===== config.mk =====
export PLATFORM = sky130hd
export DESIGN_NAME = play_controller_flat
export DESIGN_NICKNAME = d
export VERILOG_FILES = /design/src/rtl/play_controller_pkg.sv /design/src/rtl/play_controller_if.sv /design/src/rtl/play_controller_step_tick_gen.sv /design/src/rtl/play_controller.sv /design/src/flat_wrapper.sv
export SDC_FILE = /design/constraint.sdc
export NUM_CORES = 1
export LEC_CHECK = 0
export ABC_AREA = 1
export BUFFER_PORTS_ARGS = -buffer_cell sky130_fd_sc_hd__clkbuf_2
export CORE_MARGIN = 10
export CORE_UTILIZATION = 38
export CTS_CLUSTER_SIZE = 8
export DETAILED_ROUTE_END_ITERATION = 8
export PLACE_DENSITY_LB_ADDON = 0.25
export SYNTH_ARGS = -nofsm -noshare
export SYNTH_HDL_FRONTEND = slang
export SYNTH_SLANG_ARGS = --single-unit

===== constraint.sdc =====
create_clock -name CLOCK_50 -period 9.35 [get_ports CLOCK_50]
set_clock_uncertainty 0.2 [all_clocks]
set_input_delay 0.4675 -clock CLOCK_50 [delete_from_list [all_inputs] [get_ports CLOCK_50]]
set_output_delay 0.4675 -clock CLOCK_50 [all_outputs]
set_load 0.02 [all_outputs]

===== src/rtl/play_controller_pkg.sv =====
// Shared constants, FSM encoding and helpers for the pattern play controller.
// Latency: n/a (package only).
// Backpressure: n/a.
package play_controller_pkg;

  localparam int STEPS            = 16;
  localparam int STEP_W           = $clog2(STEPS);
  localparam int TICK_NUM_DEFAULT = 750_000_000;  // 50 MHz * 60 / 4 -> one step per 16th note
  localparam int ACC_W            = 30;
  localparam int BPM_W            = 10;
  localparam int LOOPS_W          = 7;

  localparam logic [LOOPS_W-1:0] LOOP_MAX = '1;

  typedef enum logic {
    ST_IDLE = 1'b0,
    ST_RUN  = 1'b1
  } state_t;

  // Pass counter increment that sticks at the top value instead of wrapping.
  function automatic logic [LOOPS_W-1:0] sat_inc(input logic [LOOPS_W-1:0] v);
    return (v == LOOP_MAX) ? v : v + 1'b1;
  endfunction

endpackage


===== src/rtl/play_controller_if.sv =====
// Control/status bundle between the input interface and the play controller.
// Latency: n/a (wires only).
// Backpressure: none; Start/Stop are single-cycle requests, status is level/pulse.
// Ports: Start, Stop, BPM, Loops (requests); play_en, step, step_tick,
//        loop_count, loop_done (status).
interface play_controller_if;
  import play_controller_pkg::*;

  logic               Start;
  logic               Stop;
  logic [BPM_W-1:0]   BPM;
  logic [LOOPS_W-1:0] Loops;
  logic               play_en;
  logic [STEP_W-1:0]  step;
  logic               step_tick;
  logic [LOOPS_W-1:0] loop_count;
  logic               loop_done;

  // master: the requester (input interface / bench); slave: the controller.
  modport master (
    output Start, Stop, BPM, Loops,
    input  play_en, step, step_tick, loop_count, loop_done
  );

  modport slave (
    input  Start, Stop, BPM, Loops,
    output play_en, step, step_tick, loop_count, loop_done
  );

endinterface


===== src/rtl/play_controller_step_tick_gen.sv =====
// Phase accumulator: adds BPM every enabled cycle and flags an advance on each TICK_NUM crossing.
// Latency: advance is combinational from the accumulator register and current inputs.
// Backpressure: none; clear has priority over enable.
// Ports: CLOCK_50, nReset, clear, enable, bpm -> advance.
module step_tick_gen
  import play_controller_pkg::*;
#(
  parameter int TICK_NUM = TICK_NUM_DEFAULT
) (
  input  logic             CLOCK_50,
  input  logic             nReset,
  input  logic             clear,
  input  logic             enable,
  input  logic [BPM_W-1:0] bpm,
  output logic             advance
);

  localparam logic [ACC_W-1:0] TICK = ACC_W'(TICK_NUM);

  logic [ACC_W-1:0] acc_q, acc_d;
  logic [ACC_W-1:0] sum;

  // The remainder is carried over on each crossing, so the average step period
  // is exactly TICK_NUM/bpm with no cumulative drift. acc < TICK and bpm < 2^10
  // keep sum below 2^30.
  always_comb begin
    sum     = acc_q + {{(ACC_W-BPM_W){1'b0}}, bpm};
    advance = enable && (sum >= TICK);
    acc_d   = acc_q;
    if (clear) begin
      acc_d = '0;
    end else if (enable) begin
      acc_d = advance ? (sum - TICK) : sum;
    end
  end

  always_ff @(posedge CLOCK_50 or negedge nReset) begin
    if (!nReset) begin
      acc_q <= '0;
    end else begin
      acc_q <= acc_d;
    end
  end

endmodule


===== src/rtl/play_controller.sv =====
// Pattern play controller: steps through STEPS steps at BPM tempo for Loops passes (0 = until Stop).
// Latency: accepted Start -> play_en/step_tick one cycle later; all outputs registered.
// Backpressure: none; Start is ignored while running or with BPM==0, Stop wins over everything.
// Ports: CLOCK_50, nReset, bus (slave: Start/Stop/BPM/Loops in, play status out).
module play_controller
  import play_controller_pkg::*;
#(
  parameter int TICK_NUM = TICK_NUM_DEFAULT
) (
  input  logic              CLOCK_50,
  input  logic              nReset,
  play_controller_if.slave  bus
);

  state_t             state_q, state_d;
  logic [BPM_W-1:0]   bpm_q, bpm_d;
  logic [LOOPS_W-1:0] loops_q, loops_d;
  logic [STEP_W-1:0]  step_q, step_d;
  logic               step_tick_q, step_tick_d;
  logic [LOOPS_W-1:0] loop_count_q, loop_count_d;
  logic               loop_done_q, loop_done_d;

  logic               acc_clear;
  logic               acc_enable;
  logic               advance;
  logic [LOOPS_W-1:0] next_count;

  step_tick_gen #(
    .TICK_NUM (TICK_NUM)
  ) u_step_tick_gen (
    .CLOCK_50 (CLOCK_50),
    .nReset   (nReset),
    .clear    (acc_clear),
    .enable   (acc_enable),
    .bpm      (bpm_q),
    .advance  (advance)
  );

  always_comb begin
    state_d      = state_q;
    bpm_d        = bpm_q;
    loops_d      = loops_q;
    step_d       = step_q;
    loop_count_d = loop_count_q;
    step_tick_d  = 1'b0;
    loop_done_d  = 1'b0;
    acc_clear    = 1'b1;
    acc_enable   = (state_q == ST_RUN);
    next_count   = sat_inc(loop_count_q);

    unique case (state_q)
      ST_IDLE: begin
        // Accumulator is held at zero while idle, so it starts clean on RUN entry.
        if (bus.Start && !bus.Stop && (bus.BPM != '0)) begin
          state_d      = ST_RUN;
          bpm_d        = bus.BPM;
          loops_d      = bus.Loops;
          step_d       = '0;
          loop_count_d = '0;
          step_tick_d  = 1'b1;
        end
      end

      ST_RUN: begin
        acc_clear = 1'b0;
        if (bus.Stop) begin
          // Abort suppresses any advance computed in the same cycle.
          state_d   = ST_IDLE;
          step_d    = '0;
          acc_clear = 1'b1;
        end else if (advance) begin
          if (step_q != STEP_W'(STEPS-1)) begin
            step_d      = step_q + 1'b1;
            step_tick_d = 1'b1;
          end else begin
            loop_done_d  = 1'b1;
            loop_count_d = next_count;
            step_d       = '0;
            if ((loops_q != '0) && (next_count == loops_q)) begin
              // Last pass finished: drop out without announcing a new step 0.
              state_d   = ST_IDLE;
              acc_clear = 1'b1;
            end else begin
              step_tick_d = 1'b1;
            end
          end
        end
      end

      default: begin
        state_d = ST_IDLE;
      end
    endcase
  end

  always_ff @(posedge CLOCK_50 or negedge nReset) begin
    if (!nReset) begin
      state_q      <= ST_IDLE;
      bpm_q        <= '0;
      loops_q      <= '0;
      step_q       <= '0;
      step_tick_q  <= 1'b0;
      loop_count_q <= '0;
      loop_done_q  <= 1'b0;
    end else begin
      state_q      <= state_d;
      bpm_q        <= bpm_d;
      loops_q      <= loops_d;
      step_q       <= step_d;
      step_tick_q  <= step_tick_d;
      loop_count_q <= loop_count_d;
      loop_done_q  <= loop_done_d;
    end
  end

  assign bus.play_en    = (state_q == ST_RUN);
  assign bus.step       = step_q;
  assign bus.step_tick  = step_tick_q;
  assign bus.loop_count = loop_count_q;
  assign bus.loop_done  = loop_done_q;

endmodule


===== src/flat_wrapper.sv =====
// flat-port wrapper written by rule: the top's interface ports become plain ports
module play_controller_flat import play_controller_pkg::*;
#(
  parameter int TICK_NUM = TICK_NUM_DEFAULT
)
  (CLOCK_50, nReset, bus_Start, bus_Stop, bus_BPM, bus_Loops, bus_play_en, bus_step, bus_step_tick, bus_loop_count, bus_loop_done);
  play_controller_if bus_i ();
  input  logic CLOCK_50;
  input  logic nReset;
  input wire logic [$bits(bus_i.Start)-1:0] bus_Start;
  input wire logic [$bits(bus_i.Stop)-1:0] bus_Stop;
  input wire logic [$bits(bus_i.BPM)-1:0] bus_BPM;
  input wire logic [$bits(bus_i.Loops)-1:0] bus_Loops;
  output wire logic [$bits(bus_i.play_en)-1:0] bus_play_en;
  output wire logic [$bits(bus_i.step)-1:0] bus_step;
  output wire logic [$bits(bus_i.step_tick)-1:0] bus_step_tick;
  output wire logic [$bits(bus_i.loop_count)-1:0] bus_loop_count;
  output wire logic [$bits(bus_i.loop_done)-1:0] bus_loop_done;
  assign bus_i.Start = bus_Start;
  assign bus_i.Stop = bus_Stop;
  assign bus_i.BPM = bus_BPM;
  assign bus_i.Loops = bus_Loops;
  assign bus_play_en = bus_i.play_en;
  assign bus_step = bus_i.step;
  assign bus_step_tick = bus_i.step_tick;
  assign bus_loop_count = bus_i.loop_count;
  assign bus_loop_done = bus_i.loop_done;
  play_controller #(.TICK_NUM(TICK_NUM)) u_core (.CLOCK_50(CLOCK_50), .nReset(nReset), .bus(bus_i));
endmodule

==> impl_metrics.yaml <==
clock_network:
  cts_tree: "built"
  cts_setup_buffers: 0
  worst_setup_hold_path_clk_slew_ns: 0.06
  ctsRootBufferMaster: "sky130_fd_sc_hd__clkbuf_16"
  cts_h_tree_depth: 3
  cts_resized: 0
  ctsHoldBuffers: 0
  ctsLongestPathBuffers: 2
  cts_inserted_buffers: 9
  worstSkewPairLatency_ns: 0.33
  clock_sink_count: 61
layout:
  nets: 895
  final_cell_mix: "sky130_fd_sc_hd__nand2_1 (302), sky130_fd_sc_hd__nor2_1 (102), sky130_fd_sc_hd__inv_1 (95)"
  post_layout_nonfiller_instances: 1041
  drive_gt1_share_pct: 13.2
  synthToLayoutAreaGrowth_pct: 11.9
  layout.cells.most_common: "sky130_fd_sc_hd__nand2_1"
  fillers: 1420
  finished_cell_area_um2: 5840
  final_core_util_pct: 43.8
  antenna_cells_inserted: 0
synthesis:
  synth.cell_area_um2: 5220
  async_reset_ff_share_pct: 100
  number_of_enable_flip_flop_cells_after_synthesis: 0
  postSynthCellCount: 824
  ys_seq_area_share_pct: 29.3
  yosysWarnings: 0
  synthesis.area_per_instance_um2: 6.33
  ys_types: 39
  ys_dominant_reg_cell: "sky130_fd_sc_hd__dfrtp_1"
  syn_nets: 859
  ys_seq_elements: 61
die:
  chipHeight_um: 137
  die_width_um: 137
  initial_core_util_pct: 39.1
  ios: 35
  std_cell_rows: 42
  floorplan.die_area_um2: 18800
  core_outline_area_um2: 13300
global_routing:
  grt_start_max_net_pins: 62
  grt_pass1_vias: 5068
  overflow: 0
  globalRouteTotalUtil_pct: 16.4
  grt_antenna_before_repair: 0
  grt_pass1_wl_um: 24800
timing:
  final.period_utilization_pct: 42.0
  fmax_ghz: 0.254
  grt_setup_unrepaired: "false"
  maxSlewHeadroom_pct: 44.6
  final-setup-viol-count: 0
  slew_viol_final: 0
  timing_worst_slew_pin_value_ns: 0.829
  final_hold_viol_count: 0
  holdWs_ns: 0.0849
  fin_crit_ns: 3.93
  setup-tns-final_ns: 0
setup_path:
  crit_top_cell: "sky130_fd_sc_hd__nand2_1"
  worst_r2r_endpoint: "u_core.u_step_tick_gen.acc_q[11]$_DFFE_PN0P_"
  startpoint_type: "flip-flop"
  setup.reg_to_reg.worst_slack_ns: 5.42
  worstSetupPathType: "reg2reg"
  critical_path.reg2reg.startpoint: "u_core.bpm_q[0]$_DFFE_PN0P_"
  cp_cell_sequence: "ha_1 -> fa_1 -> nand2_1 -> nand2_1 -> nand3_1 -> nand2_1 -> nand2_1 -> nand3b_1 -> nand2_2 -> inv_1 -> nor2_1 -> nand2_1 -> nor2_1 -> nand3_1 -> nand3_2 -> nand2_2 -> inv_2 -> nand2_1 -> nand2_1 -> nor2_2"
  crit_fanout: 25
  ff2ff_path_depth: 20
  endpoint_arrival_time_on_the_critical_path_ns: 3.94
  timing.critical_path.to_type: "flip-flop"
  critPathRequiredTime_ns: 9.36
  worst_path_max_stage_delay_ns: 0.44
  crit_path_top_delay_cell: "sky130_fd_sc_hd__fa_1"
power:
  power_leakage_uw: 0.00312
  pwrdens_nw_per_um2: 142
  power_switching_uw: 265
  combPwrFrac_pct: 22.4
  switching_share_pct: 32.0
  power.sequential.fraction_pct: 37.5
  worst_vdd_drop_v: 0.0000854
  internal_power_uw: 563
  power.clock.fraction_pct: 40.2
detailed_routing:
  remaining_drc_errors: 0
  initialDrtViolationCount: 485
  wl_per_cell_um: 14.2
  avgViaCountPerCell: 4.94
  final_antenna_net_count: 0
  detail_route.wirelength_um: 14700
  first_pass_iters: 6
  route.vias.total: 5145
worst_hold_path:
  min_path_type: "in2async"
place:
  post-dp-hpwl_um: 11800
  postPlaceCellArea_um2: 5540
  port_buffers: 34
  gpl.final_weighted_congestion: 0.955
  dp.cells: 1025
job:
  max_cap_viol_count: 0
run_status:
  run_status: "completed"
-- final cells by class --
type / count / area (um2) / area share, %
Multi-Input combinational cell: 649 / 3230 / 55.2
Inverter: 104 / 390 / 6.68
Sequential cell: 61 / 1530 / 26.1
Tap cell: 176 / 220 / 3.77
Timing Repair Buffer: 35 / 178 / 3.04
Clock buffer: 9 / 225 / 3.86
Clock inverter: 7 / 73.8 / 1.26
-- metrics by stage --
step | worst slack [ns] | power [uW]
2_1_floorplan | 6.39 | 446
3_3_place_gp | 5.53 | 499
3_5_place_dp | 5.49 | 498
4_1_cts | 5.46 | 831
5_1_grt | 5.12 | 874
6_report | 5.42 | 828
-- power groups by stage --
| stage | clock, uW | sequential (uW) | combinational, uW |
|---|---|---|---|
| global placement | 0 | 314 | 185 |
| detailed placement | 0 | 314 | 184 |
| finish | 332 | 310 | 185 |
| CTS | 336 | 310 | 186 |
| floorplan | 0 | 311 | 135 |
| global route | 350 | 313 | 211 |
-- per-layer routing --
metal	GRT usage (%)	wire, um
met4	4.68	285
met2	26.6	6670
met3	2.88	718
met5	0	0
met1	21.8	7060
-- state kept, by name, summed over array words and instances (netlist names) --
signal and flops:
u_core.u_step_tick_gen.acc_q 30, u_core.bus.step_tick 1, u_core.bpm_q 10, u_core.bus.loop_count 7, u_core.loops_q 7, u_core.bus.loop_done 1, u_core.bus.play_en 1, u_core.bus.step 4
-- worst max path at each step --
stage | startpoint | endpoint | slack, ns
finish | u_core.bpm_q[0]$_DFFE_PN0P_ | u_core.u_step_tick_gen.acc_q[11]$_DFFE_PN0P_ | 5.42
global route | u_core.bpm_q[0]$_DFFE_PN0P_ | u_core.u_step_tick_gen.acc_q[20]$_DFFE_PN0P_ | 5.12
CTS | u_core.bpm_q[0]$_DFFE_PN0P_ | u_core.u_step_tick_gen.acc_q[11]$_DFFE_PN0P_ | 5.46
detailed placement | u_core.bpm_q[0]$_DFFE_PN0P_ | u_core.u_step_tick_gen.acc_q[11]$_DFFE_PN0P_ | 5.49
global placement | u_core.bpm_q[0]$_DFFE_PN0P_ | u_core.u_step_tick_gen.acc_q[15]$_DFFE_PN0P_ | 5.53
floorplan | u_core.u_step_tick_gen.acc_q[0]$_DFFE_PN0P_ | u_core.u_step_tick_gen.acc_q[15]$_DFFE_PN0P_ | 6.39
-- cells in the mapped netlist, types with 3 or more instances --
cell                         n  area (um2)
sky130_fd_sc_hd__nor2_2     18         113
sky130_fd_sc_hd__nor2_1    102         383
sky130_fd_sc_hd__dfrtp_1    61        1530
sky130_fd_sc_hd__inv_2       7        26.3
sky130_fd_sc_hd__ha_1       13         163
sky130_fd_sc_hd__nor4_1      3        18.8
sky130_fd_sc_hd__buf_6       3        33.8
sky130_fd_sc_hd__nand4_1    18         113
sky130_fd_sc_hd__xnor2_1     9        78.8
sky130_fd_sc_hd__mux2_2     14         158
sky130_fd_sc_hd__o21ai_0    12        60.1
sky130_fd_sc_hd__nand2_1   302        1130
sky130_fd_sc_hd__nand3b_1    8        60.1
sky130_fd_sc_hd__nand2_2    14        87.6
sky130_fd_sc_hd__nor3_1      7        35.0
sky130_fd_sc_hd__inv_1      95         357
sky130_fd_sc_hd__nand3_1    76         380
sky130_fd_sc_hd__clkbuf_1    3        11.3
sky130_fd_sc_hd__xor2_1     20         175
sky130_fd_sc_hd__a21oi_1    14        70.1
-- logic make-up (layout without fill, tap and decap cells) --
logic type                 count (synthesis)  after routing  share of synthesized area [%]
DFF                                       61             61                           29.3
and+or+nand+nor                          561            561                           47.2
AOI/OAI and AO/OA                         31             31                           3.24
muxes                                     14             14                           3.02
xor gates and xnor gates                  29             29                           4.87
adders and majority gates                 14             14                           3.50
buffers and inverters                    114            155                           8.90
-- critical path, delay by kind of cell (launching register included) --
| kind | cells | cell delay, ns |
|---|---|---|
| adders and majority gates | 2 | 0.71 |
| and+or+nand+nor | 16 | 2.07 |
| DFF | 1 | 0.38 |
| buffers and inverters | 2 | 0.42 |
Note: power is estimated with default switching activity, not from simulation.
